File: src/rtl/bin_to_bcd_seq.sv
// Sequential double-dabble binary-to-BCD converter with start/busy/done handshake.
// Optional leading-zero blanking is compiled in with `define BCD_LEADING_ZERO_BLANK_EN.
module bin_to_bcd_seq #(
  parameter int WIDTH  = 16,
  parameter int DIGITS = 5
) (
  input  logic                  clk,
  input  logic                  rst,
  input  logic                  start,
  input  logic [WIDTH-1:0]      to_display,
  input  logic                  enable,
  output logic                  busy,
  output logic                  done,
  output logic [4*DIGITS-1:0]   bcd,
  output logic [DIGITS-1:0]     blank
);

  localparam int CW = $clog2(WIDTH + 1);
  localparam int SW = 4 * DIGITS;

  typedef enum logic [1:0] {
    IDLE,
    SHIFT,
    DONE
  } state_t;

  state_t          state_q, state_d;
  logic [CW-1:0]   cnt_q, cnt_d;
  logic [WIDTH-1:0] bin_q, bin_d;
  logic [SW-1:0]   scratch_q, scratch_d;
  logic [SW-1:0]   result_q, result_d;
  logic            busy_q, busy_d;
  logic            done_q, done_d;

  logic [SW-1:0]    adj;
  logic [SW-1:0]    scratch_sh;
  logic [WIDTH-1:0] bin_sh;
  logic             unused_msb;

`ifdef BCD_LEADING_ZERO_BLANK_EN
  localparam logic [DIGITS-1:0] BLANK_RST = {{(DIGITS-1){1'b1}}, 1'b0};
  logic [DIGITS-1:0] blank_q, blank_d;
  logic [DIGITS-1:0] blank_calc;
  logic              zero_run;
`endif

  // Next-state logic: one add-3/shift step per SHIFT cycle; result and mask latch on the final step.
  always_comb begin
    state_d   = state_q;
    cnt_d     = cnt_q;
    bin_d     = bin_q;
    scratch_d = scratch_q;
    result_d  = result_q;
    busy_d    = busy_q;
    done_d    = 1'b0;

    adj = '0;
    for (int k = 0; k < DIGITS; k++) begin
      adj[4*k +: 4] = (scratch_q[4*k +: 4] >= 4'd5) ? scratch_q[4*k +: 4] + 4'd3
                                                     : scratch_q[4*k +: 4];
    end
    // The top digit never exceeds 7 after adjustment, so the bit shifted out is always zero.
    {unused_msb, scratch_sh, bin_sh} = {adj, bin_q, 1'b0};

`ifdef BCD_LEADING_ZERO_BLANK_EN
    blank_d    = blank_q;
    blank_calc = '0;
    zero_run   = 1'b1;
    for (int k = DIGITS - 1; k > 0; k--) begin
      zero_run      = zero_run & (scratch_sh[4*k +: 4] == 4'd0);
      blank_calc[k] = zero_run;
    end
`endif

    case (state_q)
      IDLE, DONE: begin
        if (start) begin
          bin_d     = to_display;
          scratch_d = '0;
          cnt_d     = CW'(WIDTH);
          busy_d    = 1'b1;
          state_d   = SHIFT;
        end else begin
          busy_d  = 1'b0;
          state_d = IDLE;
        end
      end
      SHIFT: begin
        bin_d     = bin_sh;
        scratch_d = scratch_sh;
        cnt_d     = cnt_q - CW'(1);
        if (cnt_q == CW'(1)) begin
          result_d = scratch_sh;
`ifdef BCD_LEADING_ZERO_BLANK_EN
          blank_d  = blank_calc;
`endif
          done_d   = 1'b1;
          busy_d   = 1'b0;
          state_d  = DONE;
        end
      end
      default: begin
        busy_d  = 1'b0;
        state_d = IDLE;
      end
    endcase
  end

  always_ff @(posedge clk) begin
    if (rst) begin
      state_q   <= IDLE;
      cnt_q     <= '0;
      bin_q     <= '0;
      scratch_q <= '0;
      result_q  <= '0;
      busy_q    <= 1'b0;
      done_q    <= 1'b0;
`ifdef BCD_LEADING_ZERO_BLANK_EN
      blank_q   <= BLANK_RST;
`endif
    end else begin
      state_q   <= state_d;
      cnt_q     <= cnt_d;
      bin_q     <= bin_d;
      scratch_q <= scratch_d;
      result_q  <= result_d;
      busy_q    <= busy_d;
      done_q    <= done_d;
`ifdef BCD_LEADING_ZERO_BLANK_EN
      blank_q   <= blank_d;
`endif
    end
  end

  assign busy = busy_q;
  assign done = done_q;
  assign bcd  = enable ? result_q : '0;

`ifdef BCD_LEADING_ZERO_BLANK_EN
  assign blank = enable ? blank_q : '1;
`else
  assign blank = '0;
`endif

endmodule
File: config.mk
export PLATFORM = sky130hd
export DESIGN_NAME = bin_to_bcd_seq
export DESIGN_NICKNAME = d
export VERILOG_FILES = /design/src/rtl/bin_to_bcd_seq.sv
export SDC_FILE = /design/constraint.sdc
export NUM_CORES = 1
export LEC_CHECK = 0
export ABC_CLOCK_PERIOD_IN_PS = 3800
export CORE_UTILIZATION = 57
export DETAILED_ROUTE_END_ITERATION = 10
export HOLD_SLACK_MARGIN = 0.08
export PLACE_DENSITY = 0.92
export SETUP_SLACK_MARGIN = 0.4
export SYNTH_ARGS = -nofsm -noshare
export SYNTH_HDL_FRONTEND = slang
export SYNTH_SLANG_ARGS = --single-unit
File: constraint.sdc
create_clock -name clk -period 3.8 [get_ports clk]
set_clock_uncertainty 0.2 [all_clocks]
set_input_delay 0.76 -clock clk [delete_from_list [all_inputs] [get_ports clk]]
set_output_delay 0.76 -clock clk [all_outputs]
set_load 0.02 [all_outputs]
==> reports/qor.yml <==
r2r_cells: 6
crit_type: "input port to output pin"
worst-path-buf-inv: 2
synth_top_area_share: 0.436
rsz0062_at_grt: "no"
min_from: "bin_q[7]"
place_area_sq_mm: 0.00342
nets: 414
grtUsageTotal: 0.250
hold_depth: 2
final_cell_mix: "dfxtp_1, a21oi_1, clkdlybuf4s50_1"
dieArea_sq_mm: 0.00552
io_pins: 47
multi_input_area_sq_mm: 0.00151
port_buffers: 41
crit_chain: "clkdlybuf4s50_1, and2_1, clkdlybuf4s50_1"
cts_made_buffers: 9
drt_iter0_drc: 152
clk_pin_slew_worst_paths_ns: 0.07
crit_family: "buffers and inverters"
area_growth_pct: 20.4
yosys-top-cells-area: "dfxtp_1, a21oi_1, ha_1"
vias: 2571
synth.distinct_cells: 31
crit_required_ns: 2.84
cpPeakStageDelay_ns: 0.76
netlist_area_sq_mm: 0.00298
start_util: 0.611
max_freq_mhz: 304
r2r-start: "cnt_q[0]"
num_rows: 25
post-dp-hpwl_mm: 4.46
async_flop_share: 0
clk_path_buf_depth: 2
hold_viol: 0
cts_tree: "done"
crit_slowest_cell: "clkdlybuf4s50_1"
firstDrtPassIters: 5
drive_gt1_frac: 0.0727
syn_area_per_cell_sq_um: 8.67
outcome: "finished, final reports clean"
finalSetupViolCount: 0
grt_pass1_vias: 2452
ys_seq_area_frac: 0.436
ys_warn_count: 0
tns_ns: 0
hold_class: "flip-flop to flip-flop"
antenna_cells: 0
finalWirelength_mm: 6.31
maxCapViolCount: 0
crit_start: "enable"
layout_worst_path_cycle_share: 0.867
cpMostUsedCell: "clkdlybuf4s50_1"
drc: 0
clock_sinks: 65
core-area_sq_mm: 0.00488
clk-insertion-delay-late_ns: 0.35
die_width_um: 74.3
h-tree-depth: 3
cp-end-kind: "output pin"
avgRoutedWirePerCell_um: 14.0
final_common_cell: "dfxtp_1"
maxSlewViolCount: 0
cp_max_fo: 20
worst_ep_arrival_time_ns: 2.33
gp_congestion: 0.834
cts_resized: 0
final_area_sq_mm: 0.00359
vias_per_cell: 5.69
final_antenna_net_count: 0
synth_ff_type: "dfxtp_1"
synth_top_area_cell: "dfxtp_1"
syn_inst: 344
postSynthRegisterBits: 65
fp.dieH_um: 74.3
grt_overflow: 0
grt_pass1_wl_mm: 10.3
crit_cells: 3
antenna_found_initial: 0
fillers: 387
fin_crit_ns: 3.29
synth_edf_count: 0
p_leak_nw: 1.35
crit_path_end: "bcd[11]"
ir_drop_mv: 0.249
ctsHoldBuffers: 0
grt_max_degree: 29
reg2reg_to: "result_q[12]"
final_util: 0.735
startpoint_type: "input port"
power_density_mw_per_mm2: 386
seq_area_sq_mm: 0.00130
r2r_slack_ns: 1.60
cts_setup_buffers: 0
root_buffer: "clkbuf_8"
## cells by family (layout without fill, tap and decap cells)
kind of cell,count (synthesis),after routing,share of synthesized area
simple gates,113,113,0.201
compound gates,100,100,0.204
flops,65,65,0.436
buf+inv,40,77,0.0642
fa+ha+maj,12,12,0.0504
mux,7,7,0.0248
xor+xnor,6,6,0.0176
other cells,1,5,0.00126
## synthesized netlist by cell type (9+ instances only)
cell type,count
clkbuf_1,11
and2_1,20
inv_1,13
nor3b_1,16
nand2_1,24
a21oi_1,41
nor2_1,23
nand2b_1,12
ha_1,12
a211oi_1,9
dfxtp_1,65
a22oi_1,17
o21ai_0,17
## final cells by class
type	instances	share of cell area
clock inverter	3	0.00488
multi-input combinational	243	0.420
clock buffer	11	0.0422
sequential	65	0.363
inverter	14	0.0160
tap	67	0.0234
timing repair buffer	49	0.131
## per-stage QoR
stage	instances	setup slack, ns	power [mW]	hold WS [ns]
finish	452	0.507	1.39	0.259
global route	452	0.413	1.43	0.289
CTS	452	0.477	1.39	0.259
detailed placement	438	0.481	0.877	0.250
global placement	438	0.549	0.871	0.238
floorplan	348	1.65	0.829	0.225
## worst register-to-register path, cell delays in order (launching register included)
cell and delay [ns]:
dfxtp_1 0.40, ha_1 0.18, or4b_4 0.49, nor2_1 0.17
buf_4 0.32, nor2_1 0.10, a211oi_1 0.24
## worst min path at each step
| stage | endpoint |
|---|---|
| finish | bin_q[7] |
| global route | bin_q[7] |
| CTS | bin_q[7] |
| detailed placement | bin_q[7] |
| global placement | scratch_q[17] |
| floorplan | scratch_q[17] |
## flip-flops by register name, summed over array words and instances (netlist names)
name / cells
result_q: 20
scratch_q: 20
bin_q: 16
cnt_q: 5
state_q: 2
busy: 1
done: 1
## metal layers
| layer | vias to the layer above | track usage | part of all wire |
|---|---|---|---|
| met5 | - | 0 | 0 |
| met4 | 0 | 0.126 | 0.024 |
| met3 | 14 | 0.0569 | 0.044 |
| met2 | 66 | 0.437 | 0.48 |
| met1 | 1231 | 0.287 | 0.45 |
| li1 | 1260 | - | - |
## where the power goes
part,leakage [nW],total (mW),internal (mW),switching (mW)
sequential,0.528,0.720,0.705,0.0150
clock,0.0871,0.523,0.263,0.260
combinational,0.733,0.142,0.0603,0.0821
total,1.35,1.39,1.03,0.357
(Power assumes the default switching activity.)
==> edit 1: new RTL, config.mk and constraints unchanged <==
The parameter `DIGITS` goes from 5 to 6.
--- a/src/rtl/bin_to_bcd_seq.sv
+++ b/src/rtl/bin_to_bcd_seq.sv
@@ -3,5 +3,5 @@
 module bin_to_bcd_seq #(
   parameter int WIDTH  = 16,
-  parameter int DIGITS = 5
+  parameter int DIGITS = 6
 ) (
   input  logic                  clk,
Ports: changed (resized bcd and blank); port bits go from 47 to 52. The function was not compared with the original's and may differ.
==> edit 1 against the unedited design <==
  * Worst setup slack gained 100 ps
  * Routed wire length grew 12%
  * Cell area grew 13%
  * Clock power is essentially flat
  * Highest routed layer unchanged
  * Sequential power grew 12%
  * Largest cell class unchanged
  * Critical endpoint is now bcd[1]
  * Sequential cell count grew 8
  * Register-to-register slack lost 210 ps
  * Count of clock-buffer cells in the layout grew 3
  * Synthesized area grew 15%
  * Utilization shrank 1.9 points
  * Power grew 6.9%
==> edit 1: results (changes against the unedited design) <==
Logic synthesis
  – Synth async-reset ratio: 0% (unchanged)
  – Post-synthesis sequential area ratio: 42.7% (-0.91 points)
  – Ys flop type: dfxtp_1
  – Dominant cells by area after synthesis: dfxtp_1 43%, a21oi_1 6.3%, ha_1 5.1%
  – Post-synth cell types: 36 (+16%)
  – Post-synth top cells: 73 x dfxtp_1, 43 x a21oi_1, 29 x nand2_1
  – Warnings, synthesis: 0 (unchanged)

Finish
  – Antenna cells: 0 (unchanged)
  – Share of cells above drive strength 1: 7.62% (+0.35 points)
  – Nets: 464 (+12%)
  – Regs by FF count: result_q (24), scratch_q (24), bin_q (16)

Power and ir drop
  – VDD IR max: 273 uV (+9.5%)
  – Static leakage: 1.48 nW (+9.9%)

Run status
  – Status: complete, no violations

CTS
  – Clock Latency Late Sink: 350 ps (about the same)
  – Post-CTS Resized: 0 (unchanged)
  – Post CTS Setup Buffer Count: 0 (unchanged)
  – Longest Clk Path Bufs: 2 (unchanged)
  – H-Tree Level Count: 3 (unchanged)
  – Clock Pin Slew Worst Setup and Hold Paths: 70 ps (about the same)
  – CTS Buf Count: 9 (unchanged)
  – Clk root buf: clkbuf_8

Timing
  – Slew Limit Headroom: 43.6%

Setup path
  – Slowest stage delay, CP: 610 ps (-150 ps)
  – Crit path max-delay cell type: clkdlybuf4s50_1
  – Worst-path fanout max: 24 (+20%)
  – Crit path DAT: 2230 ps (-100 ps)
  – Top Family by Delay on Critical Path: buffers and inverters

Global routing
  – Met2 Track Usage GR: 40.8% (-3.0 points)
  – Initial antenna violation count: 0 (unchanged)
  – GR Util met1: 30.1% (+1.4 points)
  – M3 GR Usage: 5.60% (-0.091 points)
  – Total GRT Usage: 24.8% (-0.20 points)
  – Largest net degree at the start of global routing: 36 (+24%)
  – Vias in the first global route: 2655 (+8.3%)
  – First-pass GRT wire length: 11.9 mm (+15%)

Drt
  – Vias per inst: 5.74 (+0.85%)
  – WL/cell: 14.0 um (+0.15%)
  – Starting DRT DRC Count: 222 (+46%)
  – Pre-antenna DRT Iters: 4 (-1)

Placed design
  – Port Buf Inserts: 45 (+9.8%)
  – Detailed Place HPWL: 4.76 mm (+6.6%)
  – Global placer's final weighted congestion: 0.775 (-7.0%)

Min path
  – Worst min-delay path class: reg2reg
edit 1: cell types whose count changed in the layout (fill, tap and decap cells not counted), moves of 4 or more:
cell	before	now
nand2_1	24	29
dfxtp_1	65	73
and2_1	20	24
o22ai_2	0	5
o21ai_0	17	22
edit 1: cells by family after synthesis:
logic type | synth area share, %
fa+ha+maj | 5.12
compound gates | 20.8
simple gates | 20.9
mux | 2.49
flops | 42.7
xor+xnor | 1.54
other cells | 0.110
buf+inv | 6.33
edit 1: stage by stage:
step | cell area (um2) | setup WS (ps) | hold slack (ps) | util, % | instances
floorplan | 3440 | 1650 | 225 | - | 395
global placement | 3880 | 643 | 237 | 68.7 | 491
detailed placement | 3880 | 598 | 250 | 68.7 | 491
CTS | 4040 | 597 | 259 | 71.6 | 505
global route | 4040 | 561 | 275 | 71.6 | 505
finish | 4040 | 608 | 259 | 71.6 | 505
edit 1: final cells by class:
type | count | area [um2]
Multi-Input combinational cell | 278 | 1760
Fill cell | 424 | 1600
Sequential cell | 73 | 1460
Timing Repair Buffer | 52 | 498
Clock buffer | 14 | 163
Tap cell | 72 | 90.1
Inverter | 16 | 65.1
edit 1: routing by layer:
layer	vias to the layer above	share of wire [%]	wire [um]
li1	1429	-	-
met4	0	1.6	116
met1	1359	43	3030
met2	101	49	3470
met5	-	0	0
met3	8	6.3	442
edit 1: path summary, 6_finish.rpt:
kind	startpoint	end	slack [ps]	cells after the start
worst max-delay path	enable	bcd[1]	610	4
worst min-delay path	bin_q[2]	bin_q[2]	260	2
worst max register to register	cnt_q[0]	result_q[20]	1390	5
worst min register to register	bin_q[2]	bin_q[2]	260	2
edit 1: worst reg2reg max path, cell delays in order (launching register included):
cell	delay (ps)
dfxtp_1	410
ha_1	180
or4b_4	500
nor2_4	660
nor2_1	130
a211oi_1	250
edit 1: report_power, final:
group          internal, mW  switching, mW  total [mW]
Sequential            0.789         0.0150       0.804
Clock                 0.267          0.257       0.524
Combinational        0.0614         0.0918       0.153
Total                  1.12          0.364        1.48
==> edit 2: new RTL, same settings <==
Made on the original files. Reset style: asynchronous (`rst`), changed in one clocked block.
--- a/src/rtl/bin_to_bcd_seq.sv
+++ b/src/rtl/bin_to_bcd_seq.sv
@@ -107,5 +107,5 @@
   end
 
-  always_ff @(posedge clk) begin
+  always_ff @(posedge clk or posedge rst) begin
     if (rst) begin
       state_q   <= IDLE;
Function: differs if rst is asserted again (counterexample within 4 cycles, from zero or initial values and one cycle with rst high); with rst held inactive, the same outputs for 10 cycles.
==> edit 2 against the unedited design <==
  * Cell count down 1.8%
  * Routed wire length up 2.2%
  * Cell area grew 9.5%
  * Worst setup slack gained 380 ps
  * Critical path type unchanged
  * Synthesized area grew 9.8%
  * Sequential cell count did not move
  * Largest cell class is now registers
Power is not compared: it rests on default switching activity, and its combinational part moved more than twofold at a synthesized area within 25%.
==> edit 2: results (changes against the unedited design) <==
Run status
  – Status: complete, no violations

Global routing
  – First-pass GRT wire length: 11.1 mm (+7.3%)
  – Largest net degree at the start of global routing: 66 (+130%)
  – Total GRT Usage: 23.8% (-1.2 points)
  – Vias in the first global route: 2415 (-1.5%)

Logic synthesis
  – Synth Area in XOR/XNOR: 1.34% (-0.42 points)
  – Adder-cell share of the synthesized area: 4.59% (-0.45 points)
  – Ys flop type: dfrtp_1
  – Post-synthesis mux area share: 4.01% (+1.5 points)
  – Compound-cell area share of the yosys netlist: 14.5% (-5.9 points)
  – Post-synth cell types: 34 (+9.7%)
  – Synth async-reset ratio: 100% (+100 points)
  – Synth Instances: 328 (-4.7%)
  – Post-synth top cells: 68 x nand2_1, 65 x dfrtp_1, 20 x and2_1
  – Post-synthesis sequential area ratio: 49.7% (+6.1 points)
  – Dominant cells by area after synthesis: dfrtp_1 50%, nand2_1 7.8%, ha_1 4.6%

Finish
  – Fill cells: 394 (+1.8%)
  – Nets: 399 (-3.6%)
  – Share of cells above drive strength 1: 11.0% (+3.7 points)

Min path
  – Worst Hold Path EP: result_q[5]
  – Worst hold start: result_q[5]

Setup path
  – Slowest stage delay, CP: 600 ps (-160 ps)
  – Reg2Reg Launch Point: state_q[0]
  – Reg-to-reg endpoint: scratch_q[3]
  – Critical Path Sink: bcd[19]
  – Crit path DAT: 1950 ps (-380 ps)
  – Reg2reg path depth: 5 (-1)

Drt
  – WL/cell: 14.5 um (+4.0%)
  – Routed WL: 6.45 mm (+2.2%)
  – Vias: 2466 (-4.1%)

Placed design
  – Setup WS pre-CTS: 475 ps (-6.46 ps)
  – Global placer's final weighted congestion: 0.803 (-3.7%)

Power and ir drop
  – VDD IR max: 495 uV

Timing
  – Clock period minus final worst setup slack: 2910 ps (-379 ps)

CTS
  – H-Tree Level Count: 3 (unchanged)
[edit 2: stage by stage]
step / instance area (um2) / util, % / hold slack [ps]
5_1_grt: 3930 / 71.4 / 303
3_3_place_gp: 3670 / 66.6 / 252
6_report: 3930 / 71.4 / 269
4_1_cts: 3930 / 71.3 / 272
3_5_place_dp: 3670 / 66.6 / 256
2_1_floorplan: 3290 / - / 237
[edit 2: routing by layer]
metal | track usage (%) | up-vias | share of wire, %
met5 | 0 | - | 0
met4 | 10.6 | 0 | 1.6
met3 | 5.06 | 16 | 5.3
met2 | 40.6 | 83 | 51
met1 | 28.9 | 1189 | 42
li1 | - | 1178 | -
[edit 2: cell type report]
type,instances,share of cell area (%)
clock buffer,11,3.34
clock inverter,5,3.25
inverter,15,1.56
multi-input combinational,231,36.9
sequential,65,41.4
tap,72,2.29
timing repair buffer,45,11.3
[edit 2: where the power goes]
group          internal [mW]  total [mW]  switching, mW
Clock                  0.503       0.771          0.268
Sequential             0.998        1.24          0.242
Combinational          0.618        1.43          0.811
